<file path="src/rtl/halt_monitor_pkg.sv">
// Shared types and constants for the simulation halt monitor.
package halt_monitor_pkg;

    typedef enum logic [1:0] {
        CAUSE_NONE    = 2'b00,
        CAUSE_EBREAK  = 2'b01,
        CAUSE_TIMEOUT = 2'b10,
        CAUSE_STALL   = 2'b11
    } halt_cause_e;

    typedef enum logic [1:0] {
        ST_RUN   = 2'b00,
        ST_DRAIN = 2'b01,
        ST_HALT  = 2'b10
    } state_e;

    localparam logic [31:0] EBREAK_INST = 32'h0010_0073;

    function automatic logic is_ebreak(input logic [31:0] inst);
        return (inst == EBREAK_INST);
    endfunction

endpackage

</file>
<file path="src/rtl/pc_trace_ring.sv">
// Eight-entry ring of recent commit PCs; read index 0 is the most recent write.
module pc_trace_ring
    import halt_monitor_pkg::*;
(
    input  logic        clock,
    input  logic        reset,
    input  logic        wr_en,
    input  logic [31:0] wr_pc,
    input  logic [2:0]  rd_idx,
    output logic [31:0] rd_pc
);

    logic [31:0] ring_r [8];
    logic [2:0]  wr_ptr_r;
    logic [2:0]  rd_slot_s;

    // Ring storage and write pointer; reset zeroes every slot so unwritten entries read 0.
    always_ff @(posedge clock or posedge reset) begin
        if (reset) begin
            for (int i = 0; i < 8; i++) begin
                ring_r[i] <= 32'd0;
            end
            wr_ptr_r <= 3'd0;
        end else if (wr_en) begin
            ring_r[wr_ptr_r] <= wr_pc;
            wr_ptr_r         <= wr_ptr_r + 3'd1;
        end else begin
            wr_ptr_r <= wr_ptr_r;
        end
    end

    // Combinational lookback from the newest slot.
    always_comb begin
        rd_slot_s = wr_ptr_r - 3'd1 - rd_idx;
        rd_pc     = ring_r[rd_slot_s];
    end

endmodule

</file>
<file path="src/rtl/halt_monitor.sv">
// Simulation halt monitor: ebreak / timeout / stall detection with retired-instruction stats.
// Optional PC trace ring enabled by defining HALT_MONITOR_TRACE_EN.
module halt_monitor
    import halt_monitor_pkg::*;
#(
    parameter logic [31:0] TIMEOUT_CYCLES = 32'd5_000_000,
    parameter logic [15:0] STALL_LIMIT    = 16'd1024,
    parameter logic [3:0]  DRAIN_CYCLES   = 4'd2
) (
    input  logic        clock,
    input  logic        reset,
    input  logic        commit_valid,
    input  logic [31:0] commit_pc,
    input  logic [31:0] commit_inst,
    input  logic [31:0] a0,
    output logic        halted,
    output logic        good_trap,
    output logic [1:0]  halt_cause,
    output logic [63:0] cycle_cnt,
    output logic [63:0] inst_cnt,
    output logic [31:0] halt_pc
`ifdef HALT_MONITOR_TRACE_EN
    ,
    input  logic [2:0]  trace_idx,
    output logic [31:0] trace_pc
`endif
);

    state_e      state_r, state_s;
    halt_cause_e cause_r, cause_s;
    logic [63:0] cycle_cnt_r, inst_cnt_r, cycle_next_s;
    logic [31:0] halt_pc_r, a0_r;
    logic [15:0] stall_r, stall_next_s;
    logic [3:0]  drain_r;
    logic        halted_r, good_trap_r;
    logic        ebreak_s, timeout_s, stall_hit_s, drain_done_s;

    // Next-state and halt-cause selection; ebreak outranks timeout, which outranks stall.
    always_comb begin
        state_s      = state_r;
        cause_s      = cause_r;
        cycle_next_s = cycle_cnt_r + 64'd1;
        stall_next_s = commit_valid ? 16'd0 : (stall_r + 16'd1);
        ebreak_s     = commit_valid && is_ebreak(commit_inst);
        timeout_s    = (cycle_next_s == {32'd0, TIMEOUT_CYCLES - 32'd1});
        stall_hit_s  = !commit_valid && (stall_next_s == STALL_LIMIT);
        drain_done_s = (({1'b0, drain_r} + 5'd1) >= {1'b0, DRAIN_CYCLES});
        case (state_r)
            ST_RUN: begin
                if (ebreak_s) begin
                    state_s = ST_DRAIN;
                    cause_s = CAUSE_EBREAK;
                end else if (timeout_s) begin
                    state_s = ST_HALT;
                    cause_s = CAUSE_TIMEOUT;
                end else if (stall_hit_s) begin
                    state_s = ST_HALT;
                    cause_s = CAUSE_STALL;
                end else begin
                    state_s = ST_RUN;
                end
            end
            ST_DRAIN: begin
                if (drain_done_s) begin
                    state_s = ST_HALT;
                end else begin
                    state_s = ST_DRAIN;
                end
            end
            ST_HALT: state_s = ST_HALT;
            default: state_s = ST_RUN;
        endcase
    end

    // FSM state, counters and latched halt information.
    always_ff @(posedge clock or posedge reset) begin
        if (reset) begin
            state_r     <= ST_RUN;
            cause_r     <= CAUSE_NONE;
            cycle_cnt_r <= 64'd0;
            inst_cnt_r  <= 64'd0;
            halt_pc_r   <= 32'd0;
            a0_r        <= 32'd0;
            stall_r     <= 16'd0;
            drain_r     <= 4'd0;
            halted_r    <= 1'b0;
            good_trap_r <= 1'b0;
        end else begin
            state_r     <= state_s;
            cause_r     <= cause_s;
            // Status flags follow the HALT state by one cycle, giving the DRAIN_CYCLES+1 ebreak latency.
            halted_r    <= (state_r == ST_HALT);
            good_trap_r <= (state_r == ST_HALT) && (cause_r == CAUSE_EBREAK) && (a0_r == 32'd0);
            case (state_r)
                ST_RUN: begin
                    cycle_cnt_r <= cycle_next_s;
                    stall_r     <= stall_next_s;
                    drain_r     <= 4'd0;
                    if (commit_valid) begin
                        inst_cnt_r <= inst_cnt_r + 64'd1;
                        halt_pc_r  <= commit_pc;
                    end
                    if (ebreak_s) begin
                        a0_r <= a0;
                    end
                end
                ST_DRAIN: drain_r <= drain_r + 4'd1;
                default:  drain_r <= drain_r;
            endcase
        end
    end

    assign halted     = halted_r;
    assign good_trap  = good_trap_r;
    assign halt_cause = cause_r;
    assign cycle_cnt  = cycle_cnt_r;
    assign inst_cnt   = inst_cnt_r;
    assign halt_pc    = halt_pc_r;

`ifdef HALT_MONITOR_TRACE_EN
    pc_trace_ring u_trace (
        .clock  (clock),
        .reset  (reset),
        .wr_en  ((state_r == ST_RUN) && commit_valid),
        .wr_pc  (commit_pc),
        .rd_idx (trace_idx),
        .rd_pc  (trace_pc)
    );
`endif

endmodule

</file>
<file path="config.mk">
export PLATFORM = sky130hd
export DESIGN_NAME = halt_monitor
export DESIGN_NICKNAME = d
export VERILOG_FILES = /design/src/rtl/halt_monitor_pkg.sv /design/src/rtl/pc_trace_ring.sv /design/src/rtl/halt_monitor.sv
export SDC_FILE = /design/constraint.sdc
export NUM_CORES = 1
export LEC_CHECK = 0
export CORE_ASPECT_RATIO = 0.6
export CORE_MARGIN = 3
export CORE_UTILIZATION = 40
export CTS_BUF_LIST = sky130_fd_sc_hd__clkbuf_4 sky130_fd_sc_hd__clkbuf_8 sky130_fd_sc_hd__clkbuf_16
export CTS_CLUSTER_SIZE = 8
export DETAILED_ROUTE_END_ITERATION = 10
export PLACE_DENSITY = 0.79
export REMOVE_ABC_BUFFERS = 1
export SLEW_MARGIN = 40
export SYNTH_ARGS = -nofsm -noshare
export SYNTH_HDL_FRONTEND = slang
export SYNTH_SLANG_ARGS = --single-unit
</file>
<file path="constraint.sdc">
create_clock -name clock -period 6.3 [get_ports clock]
set_input_delay 0.63 -clock clock [delete_from_list [all_inputs] [get_ports clock]]
set_output_delay 0.63 -clock clock [all_outputs]
set_load 0.005 [all_outputs]
</file>
# == Word level (Yosys, flattened, before mapping) ==
# Index checks and enable logic that the tools add are counted.
# totals
reg_bits,218
# classes
n_addsub,5
n_lt_le_gt_ge,1
eq_ne,6
n_mux,10
n_reduce_logical,12
# op_table
cell,n
"adder 64 x 1 -> 64 bit, second input constant",2
"equality test 64 x 23 -> 1 bit, second input constant",1
"equality test 32 x 21 -> 1 bit, second input constant",1
zero test 32 bit,1
"adder 16 x 1 -> 16 bit, second input constant",1
"equality test 16 x 11 -> 1 bit, second input constant",1
2-to-1 mux 16 bit,1
2-to-1 mux 2 bit,7
one-hot mux 4 bit (2 select lines),1
one-hot mux 2 bit (3 select lines),1
AND reduction 2 bit,3
"adder 4 x 1 -> 5 bit, second input constant",1
">= comparator 5 x 2 -> 1 bit, second input constant",1
"adder 4 x 1 -> 4 bit, second input constant",1
"equality test 2 x 1 -> 1 bit, second input constant",2
logical AND 1 bit,4
nonzero test 3 bit,1
"equality test 2 bit, second input constant",1
zero test 2 bit,1
nonzero test 2 bit,1
zero test 1 bit,1

# == Logic depth before layout (Yosys ltp) ==
# logic_depth
word_depth,8
mapped_depth,11
ltp_nobuf,10

# == Worst setup path after synthesis ==
# No wires, ideal clock.
# synth_timing
path_type,reg-to-reg
from,reg cycle_cnt_r[1] (netlist: cycle_cnt[1])
to,reg cause_r[0] (netlist: halt_cause[0])
setup_time_ns,0.138
t_arrival_ns,3.092
t_required_ns,6.162
slack_ns,3.070
path_stages_with_launch,12
n_path_buf,1
path_cell_list,dfrtp_1 -> ha_1 -> nand4_2 -> or3_1 -> clkbuf_1 -> or3_4 -> or4_1 -> a31oi_1 -> nand4_1 -> or4_4 -> nor3_2 -> a21oi_1
# synth_between
elab_chain_cells,4
elab_cells_between_ends,6
# synth_lines
item,line,rtl
start: declaration,halt_monitor.sv:31,"logic [63:0] cycle_cnt_r, inst_cnt_r, cycle_next_s;"
start signal: assignment,halt_monitor.sv:96,cycle_cnt_r <= cycle_next_s;
adder 64 x 1 -> 64 bit (*),halt_monitor.sv:42,cycle_next_s = cycle_cnt_r + 64'd1;
equality test 64 x 23 -> 1 bit (*),halt_monitor.sv:45,"timeout_s = (cycle_next_s == {32'd0, TIMEOUT_CYCLES - 32'd1});"
nonzero test 3 bit (no line) / 2-to-1 mux 2 bit (equally long branches),-,
AND reduction 2 bit (no line) / 2-to-1 mux 2 bit (equally long branches),-,
end signal: assignment,halt_monitor.sv:90,cause_r <= cause_s;
end: declaration,halt_monitor.sv:30,"halt_cause_e cause_r, cause_s;"
# Mark *: on every way between the ends. The rest lies on a longest branch, timed or not.
# A chain may end at the register's enable or synchronous reset.

# == Worst setup path after layout ==
# layout_timing
from,reg cycle_cnt_r[1] (netlist: cycle_cnt[1])
to,reg state_r[1]
# layout_between
elab_chain_cells,5
# layout_lines
item,line,rtl
adder 64 x 1 -> 64 bit,halt_monitor.sv:42,
equality test 64 x 23 -> 1 bit,halt_monitor.sv:45,
2-to-1 mux 2 bit,halt_monitor.sv:53,end else if (timeout_s) begin
2-to-1 mux 2 bit,halt_monitor.sv:50,if (ebreak_s) begin
one-hot mux 2 bit (3 select lines),halt_monitor.sv:48,case (state_r)
via state_s[1],halt_monitor.sv:29,"state_e state_r, state_s;"
end signal: assignment,halt_monitor.sv:89,state_r <= state_s;
end: declaration,halt_monitor.sv:29,
# The timed path passes the listed nets, and every way through them passes these cells.

==> flow_summary.json <==
{
  "fmax_ghz": 0.270,
  "cp-end-kind": "flip-flop",
  "postCtsSetupBuffers": 0,
  "postPlaceCellArea_mm2": 0.0141,
  "wl_per_cell_um": 19.7,
  "grt_pass1_vias": 9425,
  "finClkSkew_ps": 15.3,
  "core_mm2": 0.0268,
  "internal_power_w": 0.00236,
  "async_reset_ff_share_pct": 100,
  "report.final.slew_viol_count": 0,
  "vias_per_cell": 5.66,
  "vdd_drop_max_uv": 199,
  "clock_sinks": 218,
  "synth.yosys.seq_area_share_pct": 49.2,
  "fin_total_pwr_w": 0.00302,
  "avgSynthCellArea_um2": 10.1,
  "power_density_mw_per_mm2": 202,
  "io_buffers": 262,
  "drive_above_1_share_pct": 9.62,
  "final_net_count": 1457,
  "setup_viol": 0,
  "track_usage_pct": 22.0,
  "gp_congestion": 1.01,
  "swShare_pct": 21.8,
  "gr-total-overflow": 0,
  "worst_path_max_delay_cell": "or4_1",
  "holdBufCountCts": 0,
  "rrSetupSlack_ps": 2590,
  "clock_power_share_pct": 48.0,
  "grt_pass1_wl_um": 53400,
  "clk_path_buf_depth": 3,
  "io_pins": 263,
  "ys_seq_elements": 218,
  "initial_core_util_pct": 41.3,
  "die_h_um": 135,
  "switchingPower_w": 0.000657,
  "synth_top_area_share_pct": 49.2,
  "cts_root_buf": "clkbuf_16",
  "die_area_mm2": 0.0298,
  "cts.htree.levels": 1,
  "synth_area_mm2": 0.0111,
  "synth_area_leaders": "dfrtp_1, xnor2_1, mux2_2",
  "fin_crit_sh_pct": 58.8,
  "rsz0062_at_grt": "no",
  "power_frac_comb_pct": 4.9,
  "worstMarginPinSlew_ps": 858,
  "yosysTopAreaCell": "dfrtp_1",
  "status": "finished clean",
  "num_vias": 9682,
  "syn-instance-count": 1097,
  "grt_antenna_before_repair": 2,
  "drt_first_pass_iters": 6,
  "syn_to_final_growth_pct": 34.4,
  "path_clk_slew_ps": 60,
  "diodes": 0,
  "numCtsBuffers": 31,
  "post_cts_resized": 0,
  "die_width_um": 221,
  "slew_headroom_pct": 42.4,
  "min_period_ps": 3710,
  "start_kind": "flip-flop",
  "num_rows": 46,
  "synth_flop_cell": "dfrtp_1",
  "synth_cell_types": 60,
  "crit_type": "flip-flop to flip-flop",
  "crit_chain": "ha_1, nand4_2, or3_1, or3_4, or4_1, a31oi_1, nand4_1, or4_4, nor3_2, o311a_1",
  "drtAntennaViolNets": 0,
  "routed_wl_um": 33700,
  "maxCapViolCount": 0,
  "critPathMaxStageDelay_ps": 520,
  "hold_viol": 0,
  "dp_hpwl_um": 24600,
  "clk-insertion-delay-late_ps": 550,
  "seqPwrFrac_pct": 47.1,
  "cp_data_required_time_ps": 6790,
  "hold_path_class": "input pin to asynchronous set/reset pin",
  "grt_max_degree": 81,
  "drt_iter0_drc": 1026,
  "worst_ep_arrival_time_ps": 4190,
  "cts_tree": "done",
  "synth_edf_count": 0,
  "crit_fanout": 8,
  "final_core_util_pct": 55.6,
  "yosys_warnings": 0,
  "final_area_mm2": 0.0149,
  "p_leak_nw": 6.37,
  "drc": 0
}
## power groups by stage
stage	clock network [W]	logic (W)	registers [W]
finish	0.00145	0.000148	0.00142
global route	0.00154	0.000161	0.00142
CTS	0.00148	0.000151	0.00142
detailed placement	0	0.000150	0.00144
global placement	0	0.000145	0.00144
floorplan	0	0.0000435	0.00144
## final timing paths
| kind | startpoint | to | cells after the start |
|---|---|---|---|
| min in group clock | inst_cnt[11] | inst_cnt[11] | 1 |
| setup reg to reg | cycle_cnt[1] | state_r[1] | 10 |
| setup / recovery | cycle_cnt[1] | state_r[1] | 10 |
| hold reg to reg | inst_cnt[11] | inst_cnt[11] | 1 |
| hold / removal | reset | halt_pc[2] | 2 |
| max in group asynchronous | reset | stall_r[5] | 4 |
## placed cells by master (no fill, tap or decap), types with 3 or more instances in the layout
| master | count |
|---|---|
| mux2i_1 | 14 |
| dfrtp_1 | 218 |
| nor4_1 | 35 |
| nor3_1 | 45 |
| a21oi_1 | 15 |
| nor2b_1 | 4 |
| o31ai_1 | 3 |
| xor2_1 | 56 |
| and2_1 | 10 |
| and4_1 | 18 |
| clkdlybuf4s50_1 | 262 |
| ha_1 | 6 |
| or3_1 | 12 |
| or2_2 | 5 |
| nor2_1 | 79 |
| clkbuf_16 | 31 |
| o21a_1 | 4 |
| inv_1 | 13 |
| xnor2_1 | 91 |
| a31oi_1 | 8 |
| mux2_2 | 66 |
| nor4_2 | 3 |
| nand2_1 | 115 |
| a21o_1 | 4 |
| nand2b_1 | 3 |
| buf_4 | 7 |
| o21ai_0 | 27 |
| or4_1 | 4 |
| and3_1 | 27 |
| nand4_1 | 49 |
| nand3_1 | 71 |
## cells by family (layout without fill, tap and decap cells)
kind of cell / Yosys count / after routing / share of synthesized area, %
AOI/OAI and AO/OA: 83 / 83 / 4.76
xor gates and xnor gates: 147 / 147 / 11.6
adders and majority gates: 6 / 6 / 0.677
buffers and inverters: 64 / 319 / 2.31
DFF: 218 / 218 / 49.2
muxes: 80 / 80 / 7.97
and+or+nand+nor: 499 / 499 / 23.5
## per-layer routing
layer  track usage, %  wire (µm)  up-vias
met5                0         12        -
li1                 -          -     4407
met1             32.6      15300     4735
met2             31.5      14300      480
met3             7.23       3450       58
met4             4.50        684        2
## final cells by class
type	instances	area, µm²
fillers	2302	11900
flip-flops and latches	218	5460
inverters	14	60.1
clock inverters	2	17.5
well taps	360	450
multi-input cells	815	5400
clock buffers	31	776
repair buffers	272	2740
## critical path, delay by kind of cell (launching register included)
| family | cells | cell delay [ps] |
|---|---|---|
| AOI/OAI and AO/OA | 2 | 420 |
| adders and majority gates | 1 | 290 |
| DFF | 1 | 450 |
| and+or+nand+nor | 7 | 2480 |
## cell usage after synthesis (5+ instances only)
library cell / count
a21oi_1: 15
a31oi_1: 8
and2_1: 10
and3_1: 27
and4_1: 18
buf_2: 12
clkbuf_1: 34
dfrtp_1: 218
ha_1: 6
inv_1: 14
mux2_2: 66
mux2i_1: 14
nand2_1: 115
nand3_1: 71
nand4_1: 49
nor2_1: 81
nor3_1: 46
nor4_1: 37
o21ai_0: 27
or2_2: 5
or3_1: 12
xnor2_1: 91
xor2_1: 56
## metrics by stage
stage / TNS (ps) / hold WS (ps) / cells / setup WS [ps]
2_1_floorplan: -64170 / 468 / 1047 / -294
3_3_place_gp: 0 / 466 / 1677 / 2490
3_5_place_dp: 0 / 484 / 1679 / 2380
4_1_cts: 0 / 483 / 1712 / 2630
5_1_grt: 0 / 485 / 1712 / 2420
6_report: 0 / 485 / 1712 / 2590
## registers in the layout, summed over array words and instances (netlist names)
signal,count
a0_r,32
cycle_cnt,64
state_r,2
halt_cause,2
good_trap,1
stall_r,16
halt_pc,32
drain_r,4
inst_cnt,64
halted,1
Note: power is estimated with default switching activity, not from simulation.
